<file path="config.mk">
export PLATFORM = sky130hd
export DESIGN_NAME = ipu_window_sequencer
export DESIGN_NICKNAME = d
export VERILOG_FILES = /design/src/rtl/ipu_window_sequencer_pkg.sv /design/src/rtl/ipu_window_sequencer_tap_addr_gen.sv /design/src/rtl/ipu_window_sequencer.sv
export SDC_FILE = /design/constraint.sdc
export NUM_CORES = 1
export LEC_CHECK = 0
export BUFFER_PORTS_ARGS = -buffer_cell sky130_fd_sc_hd__buf_2
export CAP_MARGIN = 20
export CORE_AREA = 4 4 279 281
export CTS_CLUSTER_DIAMETER = 200
export CTS_CLUSTER_SIZE = 20
export DETAILED_ROUTE_END_ITERATION = 10
export DIE_AREA = 0 0 283 285
export HOLD_SLACK_MARGIN = 0.02
export PLACE_DENSITY = 0.59
export SLEW_MARGIN = 20
export SYNTH_ARGS = -nofsm -noshare
export SYNTH_HDL_FRONTEND = slang
export SYNTH_SLANG_ARGS = --single-unit
</file>
<file path="constraint.sdc">
create_clock -name clk -period 24.4 [get_ports clk]
set_input_delay 7.32 -clock clk [delete_from_list [all_inputs] [get_ports clk]]
set_output_delay 7.32 -clock clk [all_outputs]
set_load 0.02 [all_outputs]
</file>
<file path="src/rtl/ipu_window_sequencer_pkg.sv">
// Shared definitions for the window sequencer: opcodes,
// FSM states, window geometry and tap index helpers.
package ipu_window_sequencer_pkg;

  localparam logic [3:0] OP_CONV      = 4'b0101;
  localparam logic [3:0] OP_CONV_TRSP = 4'b0110;
  localparam logic [3:0] OP_CONV_ROB  = 4'b0111;
  localparam logic [3:0] OP_B2G       = 4'b1000;

  localparam int WIN_N    = 5;
  localparam int WIN_TAPS = WIN_N * WIN_N;
  localparam int WIN_BITS = 8 * WIN_TAPS;
  localparam int TAP_LAST = WIN_TAPS - 1;

  typedef enum logic [2:0] {
    S_IDLE,
    S_GATHER,
    S_ISSUE,
    S_WAIT,
    S_WRITE,
    S_NEXT,
    S_DONE
  } state_t;

  function automatic logic op_valid(
    input logic [3:0] op
  );
    return op inside {
      OP_CONV, OP_CONV_TRSP,
      OP_CONV_ROB, OP_B2G
    };
  endfunction

  function automatic logic [2:0] tap_row(
    input logic [4:0] k
  );
    return 3'(k / 5'd5);
  endfunction

  function automatic logic [2:0] tap_col(
    input logic [4:0] k
  );
    return 3'(k % 5'd5);
  endfunction

endpackage

</file>
<file path="src/rtl/ipu_window_sequencer_tap_addr_gen.sv">
// Maps a centre pixel (x,y) and window tap k to the tap's
// in-image flag and raster address (combinational).
module ipu_tap_addr_gen
  import ipu_window_sequencer_pkg::*;
#(
  parameter int IMG_W  = 160,
  parameter int IMG_H  = 120,
  parameter int ADDR_W = 15,
  parameter int XW     = 8,
  parameter int YW     = 7
) (
  input  logic [XW-1:0]     x,
  input  logic [YW-1:0]     y,
  input  logic [4:0]        k,
  output logic              in_bounds,
  output logic [ADDR_W-1:0] addr
);

  localparam int SXW = XW + 2;
  localparam int SYW = YW + 2;

  logic [2:0] r;
  logic [2:0] c;

  // Coordinates are biased by +2 so the tap offset
  // (-2..+2) stays non-negative and x-2 cannot alias.
  logic [SXW-1:0] bx;
  logic [SYW-1:0] by;
  logic [SXW-1:0] px;
  logic [SYW-1:0] py;
  logic           x_ok;
  logic           y_ok;

  assign r = tap_row(k);
  assign c = tap_col(k);

  assign bx = {2'b00, x} + SXW'(c);
  assign by = {2'b00, y} + SYW'(r);

  assign x_ok = (bx >= SXW'(2))
             && (bx < SXW'(IMG_W + 2));
  assign y_ok = (by >= SYW'(2))
             && (by < SYW'(IMG_H + 2));

  assign px = bx - SXW'(2);
  assign py = by - SYW'(2);

  assign in_bounds = x_ok && y_ok;
  assign addr = ADDR_W'(py) * ADDR_W'(IMG_W)
              + ADDR_W'(px);

endmodule

</file>
<file path="src/rtl/ipu_window_sequencer.sv">
// Raster-walks a source image, gathers a zero-padded 5x5
// window per pixel, runs it through the coprocessor and
// writes the result byte to the destination image.
// Ports: start/op_sel/kernel frame control; src_* pixel
// read port; dst_* write port; cop_* coprocessor link;
// busy/frame_done/op_error status.
module ipu_window_sequencer
  import ipu_window_sequencer_pkg::*;
#(
  parameter int IMG_W  = 160,
  parameter int IMG_H  = 120,
  parameter int ADDR_W = 15
) (
  input  logic                clk,
  input  logic                reset,
  input  logic                start,
  input  logic [3:0]          op_sel,
  input  logic [WIN_BITS-1:0] kernel,
  output logic [ADDR_W-1:0]   src_addr,
  input  logic [7:0]          src_data,
  output logic [ADDR_W-1:0]   dst_addr,
  output logic [7:0]          dst_data,
  output logic                dst_we,
  output logic [31:0]         cop_instr,
  output logic                cop_activate,
  output logic                cop_request,
  output logic [WIN_BITS-1:0] cop_mat_a,
  output logic [WIN_BITS-1:0] cop_mat_b,
  input  logic                cop_wait,
  input  logic                cop_done,
  input  logic [31:0]         cop_result,
  output logic                busy,
  output logic                frame_done,
  output logic                op_error
);

  localparam int XW = $clog2(IMG_W + 1);
  localparam int YW = $clog2(IMG_H + 1);

  state_t      state;
  logic [XW-1:0] x;
  logic [YW-1:0] y;
  logic [4:0]  cnt;
  logic [3:0]  op;
  logic        inb_q;
  logic        inb_qq;

  logic        accept;
  logic        last_x;
  logic        last_px;

  logic          iss;
  logic [XW-1:0] ix;
  logic [YW-1:0] iy;
  logic [4:0]    ik;

  logic              g_inb;
  logic [ADDR_W-1:0] g_addr;

  logic unused_res;

  assign unused_res = ^cop_result[31:8];

  assign accept = (state == S_IDLE)
               && start
               && op_valid(op_sel);
  assign last_x  = (x == XW'(IMG_W - 1));
  assign last_px = last_x
                && (y == YW'(IMG_H - 1));

  // Tap address for the *next* cycle, so the registered
  // src_addr shows tap k during GATHER cycle k.
  always_comb begin
    iss = 1'b0;
    ix  = x;
    iy  = y;
    ik  = '0;
    unique case (1'b1)
      accept: begin
        iss = 1'b1;
        ix  = '0;
        iy  = '0;
      end
      (state == S_NEXT) && !last_px: begin
        iss = 1'b1;
        ix  = last_x ? '0 : x + 1'b1;
        iy  = last_x ? y + 1'b1 : y;
      end
      (state == S_GATHER)
        && (cnt < 5'(TAP_LAST)): begin
        iss = 1'b1;
        ik  = cnt + 5'd1;
      end
      default: ;
    endcase
  end

  ipu_tap_addr_gen #(
    .IMG_W  (IMG_W),
    .IMG_H  (IMG_H),
    .ADDR_W (ADDR_W),
    .XW     (XW),
    .YW     (YW)
  ) u_tap (
    .x         (ix),
    .y         (iy),
    .k         (ik),
    .in_bounds (g_inb),
    .addr      (g_addr)
  );

  always_ff @(posedge clk or posedge reset) begin
    if (reset) begin
      state        <= S_IDLE;
      x            <= '0;
      y            <= '0;
      cnt          <= '0;
      op           <= '0;
      inb_q        <= 1'b0;
      inb_qq       <= 1'b0;
      src_addr     <= '0;
      dst_addr     <= '0;
      dst_data     <= '0;
      dst_we       <= 1'b0;
      cop_instr    <= '0;
      cop_activate <= 1'b0;
      cop_request  <= 1'b0;
      cop_mat_a    <= '0;
      cop_mat_b    <= '0;
      busy         <= 1'b0;
      frame_done   <= 1'b0;
      op_error     <= 1'b0;
    end else begin
      op_error     <= 1'b0;
      cop_activate <= 1'b0;
      dst_we       <= 1'b0;
      frame_done   <= 1'b0;
      // inb_qq lines up with src_data of the
      // tap whose address was shown last cycle.
      inb_q  <= iss && g_inb;
      inb_qq <= inb_q;
      if (iss && g_inb)
        src_addr <= g_addr;

      unique case (state)
        S_IDLE: begin
          if (start) begin
            if (op_valid(op_sel)) begin
              op        <= op_sel;
              cop_mat_b <= kernel;
              x         <= '0;
              y         <= '0;
              cnt       <= '0;
              busy      <= 1'b1;
              state     <= S_GATHER;
            end else begin
              op_error <= 1'b1;
            end
          end
        end
        S_GATHER: begin
          for (int i = 0; i < WIN_TAPS; i++) begin
            if (cnt == 5'(i + 1))
              cop_mat_a[8*i +: 8] <=
                inb_qq ? src_data : 8'h00;
          end
          if (cnt == 5'(WIN_TAPS)) begin
            cnt         <= '0;
            cop_request <= 1'b1;
            cop_instr   <= {28'b0, op};
            state       <= S_ISSUE;
          end else begin
            cnt <= cnt + 5'd1;
          end
        end
        S_ISSUE: begin
          if (!cop_wait) begin
            cop_activate <= 1'b1;
            state        <= S_WAIT;
          end
        end
        S_WAIT: begin
          if (cop_done) begin
            cop_request <= 1'b0;
            cop_instr   <= '0;
            dst_we      <= 1'b1;
            dst_data    <= cop_result[7:0];
            dst_addr    <= ADDR_W'(y)
                         * ADDR_W'(IMG_W)
                         + ADDR_W'(x);
            state       <= S_WRITE;
          end
        end
        S_WRITE: begin
          state <= S_NEXT;
        end
        S_NEXT: begin
          if (last_px) begin
            x          <= '0;
            y          <= '0;
            busy       <= 1'b0;
            frame_done <= 1'b1;
            state      <= S_DONE;
          end else begin
            x     <= ix;
            y     <= iy;
            state <= S_GATHER;
          end
        end
        S_DONE: begin
          state <= S_IDLE;
        end
        default: begin
          state <= S_IDLE;
        end
      endcase
    end
  end

endmodule
</file>
# --- Word-level counts from Yosys, hierarchy flattened ---
# Cells that the tools add are included.
totals:
  register_bits: 505
  latch_bits: 0
  mem_bits_rw: 0
  romBits: 0
  inputBits: 249
  out_inout_bits: 476
  elab_cells: 196
  memories: 0
op_classes:
  addsub: 9
  mul: 2
  div_mod_pow: 2
  order_cmp: 5
  eq_ne: 42
  shifts: 0
  n_mux: 45
  bitwise: 0
  reduce_logical: 48
op_table:
  columns: ["op", "count"]
  rows:
  - ["32-bit two-way mux", 2]
  - ["32-bit case mux with 2 select lines", 1]
  - ["2-bit AND reduction", 26]
  - ["5-bit equality test (second input constant)", 10]
  - ["5-bit by 4-bit equality test with 1-bit output (second input constant)", 8]
  - ["8-bit two-way mux", 5]
  - ["8-bit case mux with 2 select lines", 2]
  - ["7-bit two-way mux", 4]
  - ["7-bit case mux with 2 select lines", 2]
  - ["5-bit by 3-bit equality test with 1-bit output (second input constant)", 4]
  - ["5-bit two-way mux", 4]
  - ["3-bit two-way mux", 6]
  - ["3-bit case mux with 6 select lines", 1]
  - ["15-bit by 10-bit adder with 15-bit output", 1]
  - ["15-bit by 8-bit adder with 15-bit output", 1]
  - ["1-bit two-way mux", 15]
  - ["4-bit by 3-bit equality test with 1-bit output (second input constant)", 3]
  - ["3-bit AND reduction", 4]
  - ["5-bit by 2-bit equality test with 1-bit output (second input constant)", 2]
  - ["10-bit by 2-bit greater-or-equal comparator with 1-bit output (second input constant)", 1]
  - ["10-bit by 8-bit < comparator with 1-bit output (second input constant)", 1]
  - ["7-bit by 3-bit multiplier with 10-bit output (second input constant)", 1]
  - ["9-bit by 3-bit multiplier with 10-bit output (second input constant)", 1]
  - ["5-bit case mux with 2 select lines", 1]
  - ["other kinds (30)", 47]

# --- Logic depth before layout (Yosys ltp) ---
# Gate-level depths: netlist (run 1).
logic_depth:
  ltp_word: 10
  depth_mapped: 40
  ltp_nobuf: 39

# --- By module ---
# Synthesis (run 1) repeated with hierarchy kept, for this count alone.
unflattened:
  cells_unflattened: 2111
  hier_area_um2: 20862.5
modules_own_cells:
  columns: ["mod", "n_inst", "cells_each", "area_per_inst_um2", "seq_area_each_um2"]
  rows:
  - ["ipu_window_sequencer", 1, 1880, 19169.6, 11936.4]
  - ["ipu_tap_addr_gen", 1, 231, 1692.9, 0.0]

# --- Worst setup path after synthesis (run 1) ---
# OpenSTA, ideal clock, no wires.
synth_timing:
  path_kind: "input-to-reg"
  startpoint: "in op_sel[0]"
  endpoint: "reg src_addr[14]"
  setup_ps: 125
  arrival_ps: 12820
  required_ps: 24275
  setup_slack_ps: 11456
  stages: 24
  path_buffers: 3
  path_cell_list: "or4b_4 o21ai_4 and2_0 clkbuf_1 clkbuf_1 a21oi_1 ha_1 xnor2_1 ha_1 clkbuf_1 xor2_1 xnor2_1 ha_1 ha_1 fa_1 ha_1 a21oi_1 nor3_1 nand3_1 xnor2_1 xor2_1 mux2i_1 a311o_1 mux2_2"
synth_between:
  elab_chain_len: 9
  elab_cells_between_ends: 24
  classes_between: "5 x add/sub; 1 x mul; 4 x order compare; 4 x eq/ne; 3 x mux; 7 x reduce/logical"
synth_rtl:
  columns: ["element", "line_no", "text"]
  rows:
  - ["start, declared", "ipu_window_sequencer.sv:17", "input logic [3:0] op_sel,"]
  - ["4-bit by 3-bit equality test with 1-bit output / 4-bit equality test (equally long branches)", "ipu_window_sequencer_pkg.sv:28", "return op inside {"]
  - ["4-bit nonzero test *", "ipu_window_sequencer_pkg.sv:28", null]
  - ["1-bit logical AND *", "ipu_window_sequencer.sv:66", "&& op_valid(op_sel);"]
  - ["parallel branches: the longest is 6 deep, another holds 15-bit by 10-bit adder with 15-bit output", null, null]
  - ["end signal, assigned", "ipu_window_sequencer.sv:143", "src_addr <= g_addr;"]
  - ["end, declared", "ipu_window_sequencer.sv:19", "output logic [ADDR_W-1:0] src_addr,"]
# Every way passes the cells marked *.
# A chain may end at the register's enable or synchronous reset.

# --- Final worst setup path (run 1) ---
# Ends and elaborated chain as after synthesis.

==> results_dict.tcl, run 1 <==
set metrics [dict create \
    outcome "complete, no violations" \
    clock_skew_ns 0.0329 \
    path_max_fanout 57 \
    cts_made_buffers 27 \
    max-slew-margin-rel_pct 28.5 \
    cts.repair.resized 0 \
    crit_slowest_cell "or4b_4" \
    start_util_pct 27.4 \
    power_mw 3.14 \
    antenna_found_initial 44 \
    row_count 101 \
    crit_start "op_sel[0]" \
    setup_viol 0 \
    area_delta_synth_final_pct 23.5 \
    grt_use_total_pct 17.6 \
    clockBufferDepth 3 \
    place_congestion 0.876 \
    clock_latency_ns 0.60 \
    ant_nets 0 \
    cts_tree "built" \
    min_path_type "reg -> reg" \
    ys_ff_latch 477 \
    ios 725 \
    drc 0 \
    synthFlopType "dfrtp_1" \
    dieArea_um2 80700 \
    hold_violations 0 \
    routed_wl_mm 72.9 \
    yosysSeqAreaShare_pct 57.7 \
    coreArea_um2 75400 \
    final.period_utilization_pct 54.3 \
    fin_ws_ns 11.16 \
    timing.rr.start "state[0]" \
    grt_pass1_wl_mm 110 \
    hp-start "inb_q" \
    synthArstFlopShare_pct 100 \
    p_sw_mw 1.37 \
    seq_power_share_pct 37.0 \
    avgSynthCellArea_um2 9.32 \
    dr.pass1.iters 5 \
    drive_gt1_share_pct 26.8 \
    critical_path.top_delay_family "adder cells" \
    place_hpwl_mm 55.3 \
    viasPerCell 4.49 \
    leakagePower_nw 14.0 \
    synth_area_leaders "dfrtp_1 (58%), nand2_1 (17%), o21ai_0 (5.9%)" \
    synth_cell_types 85 \
    setup.worst_path.class "in -> reg" \
    yosysWarnings 0 \
    hold_buffers 0 \
    endpoint_kind "register" \
    portBuffers 672 \
    crit_path_frequent_cell "ha_1" \
    cp.required_ns 24.90 \
    yosysMostFrequentCell "nand2_1" \
    worstMarginPinSlew_ns 1.07 \
    clk_pin_slew_worst_paths_ns 0.09 \
    syn_area_um2 20700 \
    pre_cts_slack_ns 10.51 \
    syn_inst 2221 \
    first_iter_violations 1048 \
    overflow 0 \
    route.vias.total 17076 \
    clock-sinks 477 \
    ir_drop_v 0.0000876 \
    die_w_um 283 \
    slew_viol_final 0 \
    h-tree-depth 1 \
    fin_cells 3806 \
    cts_setup_buffers 0 \
    power_density_nw_per_um2 123 \
    final_util_pct 33.9 \
    p_int_mw 1.77 \
    synth_top_area_cell "dfrtp_1" \
    num-nets-final 3132 \
    dp.cells 3773 \
    grt_pass1_vias 16833 \
    synth_top_area_share_pct 57.7 \
    slowest_delay_ns 0.54 \
    synth-edff-count 0 \
    comb_power_share_pct 48.3 \
    setup_tns_ns 0 \
    grt_max_degree 98 \
    ys_top_cells_by_count "nand2_1 (939), dfrtp_1 (477), o21ai_0 (245)" \
    crit_buf_inv 1 \
    clock_power_share_pct 14.7 \
    path_cells "buf_2, or4b_4, o21ai_4, nand2_4, nand2_1, a31oi_1, ha_1, fa_1, xnor2_1, ha_1, xor2_1, xnor2_1, ha_1, ha_1, fa_1, ha_1, a21oi_1, nor3_1, nand3_1, xnor2_1, xor2_1, mux2i_1, a311o_1, mux2_2" \
    drv_cap 0 \
    wire_per_inst_um 19.2 \
    fmax_mhz 75.5 \
    cts-root-buf "clkbuf_16" \
    startpoint_type "primary input" \
    critPathArrivalTime_ns 13.74 \
    rsz0062_at_grt "false" \
    finalCriticalPeriod_ns 13.24 \
    swShare_pct 43.5 \
    die_h_um 285 \
]
-- final cells by class --
class                           instances  area (um^2)
Timing Repair Buffer                  689         3510
Inverter                               39          154
Tap cell                              978         1220
Fill cell                            7923        49900
Sequential cell                       477        11900
Clock inverter                          2         13.8
Antenna cell                            3         7.51
Multi-Input combinational cell       1591         8040
Clock buffer                           27          676
-- metal layers --
metal | vias to the layer above | share of wire [%] | global-route usage, % | routed length, um
li1 | 8327 | - | - | -
met1 | 8024 | 40 | 21.6 | 29500
met2 | 597 | 49 | 30.9 | 35600
met3 | 122 | 8.4 | 5.51 | 6110
met4 | 6 | 2.3 | 2.80 | 1690
met5 | - | 0.047 | 0 | 34
-- cell usage in the layout (no fill, tap or decap), types with 5 or more instances in the layout --
master | synthesis | layout
nand2_1 | 939 | 938
buf_2 | 8 | 672
dfrtp_1 | 477 | 477
o21ai_0 | 245 | 245
ha_1 | 52 | 52
nor2_1 | 43 | 43
inv_1 | 36 | 35
a21oi_1 | 32 | 32
xnor2_1 | 29 | 29
conb_1 | 1 | 28
clkbuf_16 | 0 | 27
nand3_1 | 22 | 21
xor2_1 | 19 | 19
a21o_1 | 15 | 15
buf_4 | 29 | 14
nor3_1 | 12 | 12
nand4_1 | 10 | 10
mux2_4 | 9 | 9
and2_1 | 8 | 8
a31oi_1 | 8 | 8
and3_1 | 7 | 7
fa_1 | 6 | 6
nor2b_1 | 5 | 5
nand2b_1 | 5 | 5
or3_1 | 5 | 5
-- flip-flops by register name (all words and copies together) (netlist names) --
signal / cells
cnt: 5
x: 8
src_addr: 15
dst_data: 8
inb_qq: 1
dst_addr: 15
busy: 1
state: 3
y: 7
op: 4
cop_mat_a: 200
cop_request: 1
op_error: 1
cop_mat_b: 200
inb_q: 1
cop_instr: 4
cop_activate: 1
dst_we: 1
frame_done: 1
-- cell families (layout without fill, tap and decap cells) --
kind of cell    after synthesis  count (layout)  synth area share (%)
other cells                   1              31                0.0181
simple gates               1090            1090                  21.5
mux                          20              20                  1.23
buf+inv                     180             757                  4.00
fa+ha+maj                    59              59                  3.77
flops                       477             477                  57.7
xor+xnor                     49              49                  2.11
compound gates              345             345                  9.64
-- metrics by stage --
stage | hold slack, ns | cell area [um^2]
5_1_grt | 0.393 | 25600
2_1_floorplan | 0.331 | 20800
6_report | 0.376 | 25600
3_5_place_dp | 0.364 | 24800
3_3_place_gp | 0.376 | 24800
4_1_cts | 0.385 | 25500
-- path summary, 6_finish.rpt --
check	cells past startpoint	to	slack [ns]
hold / removal	0	inb_qq	0.38
setup reg to reg	34	src_addr[14]	15.21
setup / recovery	24	src_addr[14]	11.16
hold reg to reg	0	inb_qq	0.38
max in group asynchronous	5	cop_mat_b[35]	14.65
min in group asynchronous	2	cop_mat_a[49]	6.76
-- power groups by stage --
stage | logic (mW) | registers (mW) | clock network (mW)
3_5_place_dp | 1.54 | 1.17 | 0
2_1_floorplan | 0.805 | 1.41 | 0
3_3_place_gp | 1.53 | 1.17 | 0
5_1_grt | 1.69 | 1.20 | 0.510
6_report | 1.52 | 1.16 | 0.462
4_1_cts | 1.54 | 1.16 | 0.485
Note: power is estimated with default switching activity, not from simulation.
==> run 2, diff against run 1 <==
Settings changed: ABC_AREA set to 1.
Clock period 24.4 ns to 12.7 ns, I/O delays scaled along.
==> results_dict.tcl, run 2 <==
set metrics [dict create \
    leakagePower_nw 13.7 \
    cts-root-buf "clkbuf_16" \
    grt_pass1_vias 17234 \
    rsz0062_at_grt "false" \
    cts_made_buffers 27 \
    portBuffers 672 \
    nFillCells 7908 \
    hold_buffers 0 \
    start_util_pct 27.5 \
    critPathArrivalTime_ns 8.83 \
    clock_latency_ns 0.61 \
    synth_area_leaders "dfrtp_1 (58%), nand2_1 (18%), o21ai_0 (4.4%)" \
    setup_tns_ns 0 \
    antenna_found_initial 18 \
    syn_inst 2374 \
    finalCriticalPeriod_ns 8.35 \
    whs_ns 0.364 \
    h-tree-depth 1 \
    dieArea_um2 80700 \
    place_congestion 0.861 \
    clockBufferDepth 3 \
    synth_cell_types 42 \
    path_max_fanout 17 \
    first_iter_violations 1182 \
    place_hpwl_mm 55.1 \
    final_common_cell "nand2_1" \
    min_path_type "reg -> reg" \
    area_delta_synth_final_pct 24.2 \
    outcome "complete, no violations" \
    synth-edff-count 0 \
    endpoint_kind "register" \
    mostFrequentLayoutCells "nand2_1 (997), buf_2 (672), dfrtp_1 (477), o21ai_0 (182), nor2_1 (120)" \
    pre_cts_slack_ns 3.67 \
    hold_violations 0 \
    avgSynthCellArea_um2 8.73 \
    cts_setup_buffers 0 \
    die_h_um 285 \
    synthArstFlopShare_pct 100 \
    clock-sinks 477 \
    max-slew-margin-rel_pct 23.0 \
    yosysWarnings 0 \
    drv_cap 0 \
    crit_path_frequent_cell "nand2_1" \
    synthFlopType "dfrtp_1" \
    row_count 101 \
    register_area_um2 11900 \
    setup_viol 0 \
    slew_viol_final 0 \
    coreArea_um2 75400 \
    num-nets-final 3294 \
    grt_use_total_pct 17.5 \
    ir_drop_v 0.000164 \
    syn_area_um2 20700 \
    clock_skew_ns 0.0193 \
    drc 0 \
    grt_max_degree 172 \
    drive_gt1_share_pct 25.8 \
    setup.worst_path.class "in -> reg" \
    clk_pin_slew_worst_paths_ns 0.08 \
    worstMarginPinSlew_ns 1.15 \
    die_w_um 283 \
    startpoint_type "primary input" \
    slowest_delay_ns 0.44 \
    reg_top3 "cop_mat_a x200, cop_mat_b x200" \
    post_dp_cell_area_um2 25000 \
    ios 725 \
    cp.required_ns 13.19 \
    routed_wl_mm 73.1 \
    fin_ws_ns 4.35 \
    ant_nets 0 \
    ys_top_cells_by_count "nand2_1 (1000), dfrtp_1 (477), o21ai_0 (182)" \
    final_util_pct 34.1 \
    crit_slowest_cell "fa_1" \
    power_density_nw_per_um2 284 \
    cts.repair.resized 0 \
    ys_ff_latch 477 \
    final.period_utilization_pct 65.7 \
    grt_pass1_wl_mm 110 \
    cts_tree "built" \
    overflow 0 \
    multiInputGateArea_um2 7870 \
    yosysSeqAreaShare_pct 57.6 \
    wire_per_inst_um 18.4 \
    synth_top_area_cell "dfrtp_1" \
    viasPerCell 4.41 \
    fmax_mhz 120 \
    synth_top_area_share_pct 57.6 \
    route.vias.total 17514 \
    yosysMostFrequentCell "nand2_1" \
    final_cell_area_um2 25700 \
    dr.pass1.iters 6 \
]
run 2: changes by cell type in the layout (fill, tap and decap cells not counted), sizes merged, moves of 9 or more:
cell | before | now
xnor2 | 30 | 6
inv | 39 | 116
a21o | 15 | 3
nor2 | 43 | 129
a21oi | 36 | 79
o21ai | 246 | 184
and2 | 10 | 0
nand2 | 940 | 1014
mux2 | 16 | 0
nand3 | 22 | 76
xor2 | 19 | 28
o21bai | 4 | 17
run 2: critical path: cells and delay by family:
family,cells,cell delay (ns)
AOI/OAI and AO/OA,1,0.21
xor gates and xnor gates,2,0.33
adders and majority gates,7,2.03
buffers and inverters,7,0.50
and+or+nand+nor,15,1.91
run 2: cells by family (layout without fill, tap and decap cells):
kind of cell / Yosys count / after routing / share of synthesized area, %
and+or+nand+nor: 1260 / 1260 / 24.6
xor gates and xnor gates: 34 / 34 / 1.44
adders and majority gates: 58 / 58 / 3.72
other: 1 / 34 / 0.0181
DFF: 477 / 477 / 57.6
AOI/OAI and AO/OA: 296 / 296 / 7.59
buffers and inverters: 248 / 834 / 5.07
run 2: area by class of cell:
class / instances / area share (%)
Inverter: 118 / 1.76
Sequential cell: 477 / 46.4
Clock buffer: 27 / 2.63
Clock inverter: 2 / 0.0973
Antenna cell: 6 / 0.0584
Tap cell: 978 / 4.76
Multi-Input combinational cell: 1676 / 30.6
Timing Repair Buffer: 687 / 13.7
run 2: final timing paths:
path | cells past startpoint | slack (ns) | endpoint | start
setup reg to reg | 43 | 5.52 | src_addr[14] | state[1]
min in group asynchronous | 2 | 3.23 | dst_addr[8] | reset
setup / recovery | 32 | 4.35 | src_addr[14] | op_sel[1]
hold reg to reg | 0 | 0.36 | inb_qq | inb_q
hold / removal | 0 | 0.36 | inb_qq | inb_q
max in group asynchronous | 3 | 8.04 | cop_mat_b[57] | reset
run 2: per-layer routing:
layer	share of wire, %	global-route usage [%]
met5	0.044	0
met4	3.1	5.26
met3	8.7	5.97
met2	48	29.7
met1	40	21.2
run 2: power breakdown:
group          switching (mW)  total, mW  internal [mW]
sequential              0.375       2.54           2.17
clock                   0.516      0.898          0.382
combinational            2.58       3.86           1.28
run 2: per-stage QoR:
stage | total power, mW | std cells
2_1_floorplan | 5.10 | 2401
3_3_place_gp | 6.42 | 3935
3_5_place_dp | 6.47 | 3936
4_1_cts | 7.41 | 3965
5_1_grt | 7.90 | 3970
6_report | 7.30 | 3971
==> run 3, diff against run 2 <==
Clock period 12.7 ns to 7.82 ns, I/O delays scaled along.
==> results_dict.tcl, run 3 (synthesized netlist as in run 2, its figures left out) <==
set metrics [dict create \
    clock-sinks 477 \
    reg2reg_to "src_addr[14]" \
    hold_end "inb_qq" \
    overflow 0 \
    clock_latency_ns 0.60 \
    coreArea_um2 75400 \
    setup_tns_ns 0 \
    hp-start "inb_q" \
    h-tree-depth 1 \
    leakagePower_nw 13.7 \
    whs_path_depth 0 \
    min_path_type "reg -> reg" \
    setup_viol 0 \
    dr.pass1.iters 5 \
    portBuffers 672 \
    routed.top_layer "met5" \
    final_common_cell "nand2_1" \
    clock_power_share_pct 12.3 \
    mostFrequentLayoutCells "nand2_1 (999), buf_2 (672), dfrtp_1 (477), o21ai_0 (182), nor2_1 (120)" \
    seq_power_share_pct 34.8 \
    place_hpwl_mm 54.9 \
    critPathArrivalTime_ns 7.61 \
    cp.depth 42 \
    crit_path_frequent_cell "nand2_1" \
    r2r_setup_slack_ns 0.71 \
    first_iter_violations 1094 \
    finalCriticalPeriod_ns 7.11 \
    fmax_mhz 141 \
    wire_per_inst_um 18.5 \
    max-slew-margin-rel_pct 23.9 \
    crit_slowest_cell "fa_1" \
    die_w_um 283 \
    clockBufferDepth 3 \
    clock_skew_ns 0.0192 \
    comb_power_share_pct 52.9 \
    fin_ws_ns 0.711 \
    wl_met2_mm 35.8 \
    rsz0062_at_grt "false" \
    setup.worst_path.class "reg -> reg" \
    cts_made_buffers 27 \
    p_sw_mw 5.64 \
    grt_use_total_pct 17.6 \
    drv_cap 0 \
    p_int_mw 6.22 \
    reg_top3 "cop_mat_a x200, cop_mat_b x200" \
    clk_pin_slew_worst_paths_ns 0.10 \
    cts.repair.resized 0 \
    routed_wl_mm 73.7 \
    nFillCells 7862 \
    slowest_delay_ns 0.53 \
    critical_path.top_delay_family "simple AND/OR/NAND/NOR gates" \
    wl_met1_mm 30.3 \
    viasPerCell 4.44 \
    ff2ff_path_depth 42 \
    start_util_pct 27.5 \
    outcome "complete, no violations" \
    pre_cts_slack_ns 0.673 \
    grt_pass1_wl_mm 111 \
    final.period_utilization_pct 90.9 \
    crit_buf_inv 7 \
    endpoint_kind "register" \
    ir_drop_v 0.000381 \
    swShare_pct 47.6 \
    cts_setup_buffers 0 \
    worstMarginPinSlew_ns 1.14 \
    path_max_fanout 7 \
    dieArea_um2 80700 \
    grt_pass1_vias 17161 \
    ios 725 \
    startpoint_type "register" \
    antenna_found_initial 18 \
    area_delta_synth_final_pct 24.3 \
    row_count 101 \
    timing.rr.start "state[1]" \
    drc 0 \
    drive_gt1_share_pct 25.9 \
    num-nets-final 3300 \
    hold_violations 0 \
    die_h_um 285 \
    ant_nets 0 \
    slew_viol_final 0 \
    hold_buffers 0 \
    cp.required_ns 8.32 \
    cts_tree "built" \
    met3WireLength_mm 5.60 \
    place_congestion 0.871 \
    grt_max_degree 211 \
    route.vias.total 17661 \
    cts-root-buf "clkbuf_16" \
    power_density_nw_per_um2 461 \
]
## run 3: cell count changes in the layout (fill, tap and decap cells not counted), moves of 2 or more
cell     delta
buf_4       +6
nand2_1     +2
nand2_2     -2
diode_2     -3
## run 3: layout make-up
type	count	area, um^2	area share [%]
antenna	3	7.51	0.0291
clock buffer	27	676	2.62
clock inverter	2	13.8	0.0534
inverter	118	452	1.75
multi-input combinational	1676	7870	30.6
sequential	477	11900	46.3
tap	978	1220	4.75
timing repair buffer	693	3580	13.9
## run 3: power by group through the flow
stage	clock, mW	sequential, mW	combinational (mW)
after global routing	1.61	4.26	6.96
final	1.46	4.13	6.28
after global placement	0	4.13	6.31
after CTS	1.53	4.12	6.38
after floorplan	0	5.38	2.90
after detailed placement	0	4.14	6.37
## run 3: per-layer routing
layer	GRT usage, %	up-vias
met5	0	-
met4	3.98	6
met3	4.84	104
met2	30.3	562
met1	22.2	8347
li1	-	8642
## run 3: how the worst max path moves through the flow
| stage | to | startpoint | slack (ns) |
|---|---|---|---|
| after floorplan | busy | reset | -0.99 |
| after global placement | src_addr[14] | op_sel[2] | 0.70 |
| after detailed placement | src_addr[14] | state[0] | 0.67 |
| after CTS | src_addr[14] | state[1] | 0.67 |
| after global routing | src_addr[14] | state[0] | 0.05 |
| final | src_addr[14] | state[1] | 0.71 |
## run 3: worst reg2reg max path: cells and delay by family (launching register included)
| kind | cells | cell delay (ns) |
|---|---|---|
| adders and majority gates | 9 | 2.54 |
| DFF | 1 | 0.44 |
| xor gates and xnor gates | 1 | 0.17 |
| buffers and inverters | 7 | 0.61 |
| AOI/OAI and AO/OA | 3 | 0.64 |
| and+or+nand+nor | 22 | 2.63 |
## run 3: through the flow
stage,power (mW),area (um^2),std cells,hold WS [ns],util [%]
5_1_grt,12.8,25800,3974,0.369,34.1
6_report,11.9,25800,3974,0.358,34.1
3_5_place_dp,10.5,25000,3939,0.342,33.2
2_1_floorplan,8.29,20800,2401,0.331,-
3_3_place_gp,10.4,25000,3939,0.337,33.2
4_1_cts,12.0,25700,3968,0.363,34.1
